<file path="config.mk">
export PLATFORM = sky130hd
export DESIGN_NAME = decoder_2to4_hold_flat
export DESIGN_NICKNAME = d
export VERILOG_FILES = /design/src/rtl/decoder_pkg.sv /design/src/rtl/decoder_2to4_hold_if.sv /design/src/rtl/hold_timer.sv /design/src/rtl/decoder_2to4_hold.sv /design/src/flat_wrapper.sv
export SDC_FILE = /design/constraint.sdc
export NUM_CORES = 1
export LEC_CHECK = 0
export ABC_AREA = 1
export ABC_CLOCK_PERIOD_IN_PS = 1300
export CAP_MARGIN = 20
export CORE_UTILIZATION = 30
export CTS_CLUSTER_DIAMETER = 40
export DETAILED_ROUTE_END_ITERATION = 8
export GPL_TIMING_DRIVEN = 0
export PLACE_DENSITY = 0.59
export SLEW_MARGIN = 10
export SYNTH_ARGS = -nofsm -noshare
export SYNTH_HDL_FRONTEND = slang
export SYNTH_SLANG_ARGS = --single-unit
</file>
<file path="constraint.sdc">
create_clock -name clk -period 1.3 [get_ports clk]
set_clock_uncertainty 0.15 [all_clocks]
set_input_delay 0.26 -clock clk [delete_from_list [all_inputs] [get_ports clk]]
set_output_delay 0.26 -clock clk [all_outputs]
set_load 0.03 [all_outputs]
</file>
<file path="src/rtl/decoder_pkg.sv">
// Shared types and constants for the registered 2-to-4 decoder with output hold.
package decoder_pkg;

  localparam int unsigned CODE_W = 2;
  localparam int unsigned LINES  = 4;

  typedef enum logic {
    IDLE = 1'b0,
    HOLD = 1'b1
  } state_e;

  // Hold counter width: ceil(log2(hold_cycles)), never narrower than one bit.
  function automatic int unsigned cnt_width(input int unsigned hold_cycles);
    return (hold_cycles <= 2) ? 1 : $clog2(hold_cycles);
  endfunction

endpackage

</file>
<file path="src/rtl/decoder_2to4_hold_if.sv">
// Handshake, control and decoded-output bundle of decoder_2to4_hold.
interface decoder_2to4_hold_if;

  logic                              in_valid;
  logic                              in_ready;
  logic [decoder_pkg::CODE_W-1:0]    code;
  logic                              flush;
  logic [decoder_pkg::LINES-1:0]     dec_out;
  logic                              out_valid;
  logic                              done;

  modport master (
    output in_valid, code, flush,
    input  in_ready, dec_out, out_valid, done
  );

  modport slave (
    input  in_valid, code, flush,
    output in_ready, dec_out, out_valid, done
  );

endinterface

</file>
<file path="src/rtl/hold_timer.sv">
// Load / decrement down-counter with zero flag; saturates at zero.
module hold_timer
  import decoder_pkg::*;
#(
  parameter int unsigned HOLD_CYCLES = 4
) (
  input  logic clk,
  input  logic rst_n,
  input  logic load,
  input  logic dec,
  input  logic clr,
  output logic zero
);

  localparam int unsigned CNT_W = cnt_width(HOLD_CYCLES);

  logic [CNT_W-1:0] cnt_q;
  logic [CNT_W-1:0] cnt_d;

  always_comb begin
    cnt_d = cnt_q;
    if (clr) begin
      cnt_d = '0;
    end else if (load) begin
      cnt_d = CNT_W'(HOLD_CYCLES - 1);
    end else if (dec && (cnt_q != '0)) begin
      cnt_d = cnt_q - CNT_W'(1);
    end
  end

  always_ff @(posedge clk or negedge rst_n) begin
    if (!rst_n) begin
      cnt_q <= '0;
    end else begin
      cnt_q <= cnt_d;
    end
  end

  assign zero = (cnt_q == '0);

endmodule

</file>
<file path="src/rtl/decoder_2to4_hold.sv">
// Registered 2-to-4 one-hot decoder: accepts one code, holds the line for
// HOLD_CYCLES cycles, then pulses done. Back-pressures new codes while holding.
module decoder_2to4_hold
  import decoder_pkg::*;
#(
  parameter int unsigned HOLD_CYCLES = 4
) (
  input  logic                 clk,
  input  logic                 rst_n,
  decoder_2to4_hold_if.slave   bus
);

  state_e             state_q;
  state_e             state_d;
  logic [LINES-1:0]   dec_out_q;
  logic [LINES-1:0]   dec_out_d;
  logic               out_valid_q;
  logic               out_valid_d;
  logic               done_q;
  logic               done_d;

  logic               tmr_load;
  logic               tmr_dec;
  logic               tmr_clr;
  logic               tmr_zero;

  hold_timer #(
    .HOLD_CYCLES (HOLD_CYCLES)
  ) u_hold_timer (
    .clk   (clk),
    .rst_n (rst_n),
    .load  (tmr_load),
    .dec   (tmr_dec),
    .clr   (tmr_clr),
    .zero  (tmr_zero)
  );

  always_comb begin
    state_d     = state_q;
    dec_out_d   = dec_out_q;
    out_valid_d = out_valid_q;
    done_d      = 1'b0;
    tmr_load    = 1'b0;
    tmr_dec     = 1'b0;
    tmr_clr     = 1'b0;
    unique case (state_q)
      IDLE: begin
        // flush is meaningless here; an accept always wins.
        if (bus.in_valid) begin
          state_d     = HOLD;
          dec_out_d   = LINES'(1) << bus.code;
          out_valid_d = 1'b1;
          tmr_load    = 1'b1;
        end
      end
      HOLD: begin
        if (bus.flush) begin
          state_d     = IDLE;
          dec_out_d   = '0;
          out_valid_d = 1'b0;
          tmr_clr     = 1'b1;
        end else if (tmr_zero) begin
          state_d     = IDLE;
          dec_out_d   = '0;
          out_valid_d = 1'b0;
          done_d      = 1'b1;
        end else begin
          tmr_dec     = 1'b1;
        end
      end
      default: begin
        state_d     = IDLE;
        dec_out_d   = '0;
        out_valid_d = 1'b0;
      end
    endcase
  end

  always_ff @(posedge clk or negedge rst_n) begin
    if (!rst_n) begin
      state_q     <= IDLE;
      dec_out_q   <= '0;
      out_valid_q <= 1'b0;
      done_q      <= 1'b0;
    end else begin
      state_q     <= state_d;
      dec_out_q   <= dec_out_d;
      out_valid_q <= out_valid_d;
      done_q      <= done_d;
    end
  end

  assign bus.in_ready  = (state_q == IDLE);
  assign bus.dec_out   = dec_out_q;
  assign bus.out_valid = out_valid_q;
  assign bus.done      = done_q;

endmodule

</file>
<file path="src/flat_wrapper.sv">
// flat-port wrapper written by rule: the top's interface ports become plain ports
module decoder_2to4_hold_flat import decoder_pkg::*;
#(
  parameter int unsigned HOLD_CYCLES = 4
)
  (clk, rst_n, bus_in_valid, bus_code, bus_flush, bus_in_ready, bus_dec_out, bus_out_valid, bus_done);
  decoder_2to4_hold_if bus_i ();
  input  logic clk;
  input  logic rst_n;
  input wire logic [$bits(bus_i.in_valid)-1:0] bus_in_valid;
  input wire logic [$bits(bus_i.code)-1:0] bus_code;
  input wire logic [$bits(bus_i.flush)-1:0] bus_flush;
  output wire logic [$bits(bus_i.in_ready)-1:0] bus_in_ready;
  output wire logic [$bits(bus_i.dec_out)-1:0] bus_dec_out;
  output wire logic [$bits(bus_i.out_valid)-1:0] bus_out_valid;
  output wire logic [$bits(bus_i.done)-1:0] bus_done;
  assign bus_i.in_valid = bus_in_valid;
  assign bus_i.code = bus_code;
  assign bus_i.flush = bus_flush;
  assign bus_in_ready = bus_i.in_ready;
  assign bus_dec_out = bus_i.dec_out;
  assign bus_out_valid = bus_i.out_valid;
  assign bus_done = bus_i.done;
  decoder_2to4_hold #(.HOLD_CYCLES(HOLD_CYCLES)) u_core (.clk(clk), .rst_n(rst_n), .bus(bus_i));
endmodule
</file>
==> flow_summary.ini <==
[worst_setup_path]
worstPathMaxFanout = 3
cp-start-kind = flip-flop
criticalPathCategory = flip-flop to flip-flop
end_kind = flip-flop
required_ps = 1300
crit_arrival_ps = 1270

[drt]
num_vias = 392
viasPerCell = 4.78
drc = 0
avgRoutedWirePerCell_microns = 10.8
drt_pass1_iterations = 4
ant_nets = 0
wl_met2_microns = 408
drt-initial-drc-count = 2
top_layer_used = met4
drt-met1-wl_microns = 406
dr_wl_met3_microns = 63
routed_wl_microns = 886

[floorplan]
die_h_microns = 39.4
io_pins = 13
die_area_sq_um = 1550
die_x_microns = 39.4
core_area_sq_um = 1300
placementRows = 13
initial_core_util_pct = 32.2

[global_routing]
grt_pass1_vias = 334
grt_usage_pct = 14.7
grt_max_degree = 11
grt_pass1_wl_microns = 1370
overflow = 0
antenna_found_initial = 0

[yosys]
syn_inst = 47
synth_xor_area_share_pct = 0
syn-num-nets = 54
synth_top_area_cell = dfrtp_1
synth_area_sq_um = 419
synth_top_family_by_area = simple AND/OR/NAND/NOR gates
ys_warn_count = 0
synth-adder-area-share_pct = 2.99
yosys_register_bits = 9
synthMuxAreaShare_pct = 0
postSynthAreaPerCell_sq_um = 8.92
yosysTopAreaCellShare_pct = 53.7
synth_compound_area_share_pct = 9.85
ys_seq_area_share_pct = 53.7
yosys.area_share.simple_pct = 25.4
yosys.cell_types.count = 13
synth.area.top_cells = dfrtp_1, nand2_1, nand3_1

[timing]
setup_viol = 0
max_slew_margin_pct = 72.1
finalCritPeriodShare_pct = 98.0
fmax_ghz = 0.785
hold_viol = 0
worstMarginPinSlew_ps = 417
fin_tns_setup_ps = 0
slew_violations = 0
period_needed_ps = 1270
whs_ps = 152

[final_layout]
final_nets = 75
final_cell_mix = nand2_1, dfrtp_1, nand3_1, buf_2, clkdlybuf4s50_1
fin_area_sq_um = 612
syn2layout_area_growth_pct = 46.0
final_util_pct = 47.0
drive_gt1_share_pct = 35.8
fin_cells = 82
insertedDiodeCount = 0
layout_commonest_cell = nand2_1
fillers = 148

[place]
dpl-instance-area_sq_um = 558
hpwl_microns = 580
port_buffers = 12
placed_cells = 74
gp_congestion = 0.684

[power]
pwr-share-comb_pct = 53.1
p_leak_uw = 0.000315
cellPowerDensity_nw_per_um2 = 2210
p_seq_share_pct = 31.2
p_sw_share_pct = 41.8
vdd_drop_max_uv = 753
clockPowerShare_pct = 15.7
p_switching_uw = 566
p_int_uw = 788

[run]
drv_cap = 0

[clock_tree]
cts_sinks = 9
cts-htree-levels = 1
hold_buffers = 0
cts_tree = yes
clock_latency_ps = 260
clockRootBuffer = clkbuf_4
cts.clk_slew.worst_paths_ps = 60
cts_buffers = 3
cts_max_path_buffers = 2

[worst_hold_path]
hp-class = primary input to asynchronous set/reset pin

[run_status]
outcome = complete, no violations
[Yosys cell counts]
cell type	number
o21ai_1	5
ha_1	1
dfrtp_1	9
nor3_1	1
nand3_1	6
buf_6	1
nand3b_1	1
inv_2	1
o21ai_2	1
o31ai_1	1
nand2_4	1
nand2_1	14
inv_1	5
[layer usage]
layer  GRT usage (%)  up-vias
li1                -      194
met1            18.0      185
met2            18.8       11
met3            5.11        2
met4            15.5        0
met5               0        -
[flip-flops by register name, indices dropped and copies added (netlist names)]
register                   count
u_core.state_q                 1
u_core.bus.done                1
u_core.bus.dec_out             4
u_core.bus.out_valid           1
u_core.u_hold_timer.cnt_q      2
[path summary, 6_finish.rpt]
path / end / slack [ps] / depth (start not counted) / from
max: u_core.u_hold_timer.cnt_q[0]$_DFFE_PN0P_ / 30 / 7 / u_core.u_hold_timer.cnt_q[0]$_DFFE_PN0P_
min: u_core.u_hold_timer.cnt_q[1]$_DFFE_PN0P_ / 150 / 1 / rst_n
max reg2reg: u_core.u_hold_timer.cnt_q[0]$_DFFE_PN0P_ / 30 / 7 / u_core.u_hold_timer.cnt_q[0]$_DFFE_PN0P_
min reg2reg: u_core.bus.out_valid$_DFFE_PN0P_ / 320 / 2 / u_core.bus.out_valid$_DFFE_PN0P_
max in group asynchronous: u_core.bus.dec_out[3]$_DFFE_PN0P_ / 560 / 1 / rst_n
min in group clk: u_core.bus.out_valid$_DFFE_PN0P_ / 320 / 2 / u_core.bus.out_valid$_DFFE_PN0P_
[cells by family after synthesis]
logic type      Yosys count
flops                     9
fa+ha+maj                 1
buf+inv                   7
compound gates            7
simple gates             23
[critical path: stages, from the launching register on]
cell,delay (ps)
dfrtp_1,390
inv_2,90
ha_4,150
inv_2,50
o21ai_4,150
nand2_2,70
nand2_1,70
nand2_1,50
[power groups by stage]
stage	logic, uW	registers (uW)	clock network (uW)
finish	719	423	212
global route	792	432	241
CTS	629	432	224
detailed placement	585	428	0
global placement	576	428	0
floorplan	298	516	0
[area by class of cell]
type | instances | area, sq um | share of cell area [%]
sequential | 9 | 225 | 36.8
multi-input combinational | 31 | 186 | 30.5
timing repair buffer | 16 | 121 | 19.8
clock buffer | 4 | 26.3 | 4.29
inverter | 6 | 22.5 | 3.68
tap | 15 | 18.8 | 3.07
buffer | 1 | 11.3 | 1.84
[timing repair]
action | CTS | global route
pin swaps | 3 | 4
setup endpoints to repair | 9 | 4
buffers inserted | 2 | 2
resized for setup | 42 | 3
[through the flow]
| step | worst slack, ps | total power, uW |
|---|---|---|
| floorplan | 25.2 | 815 |
| global placement | -319 | 1000 |
| detailed placement | -327 | 1010 |
| CTS | -10.4 | 1280 |
| global route | -13.8 | 1460 |
| finish | 25.5 | 1350 |
Power figures use the tool's default switching activity.
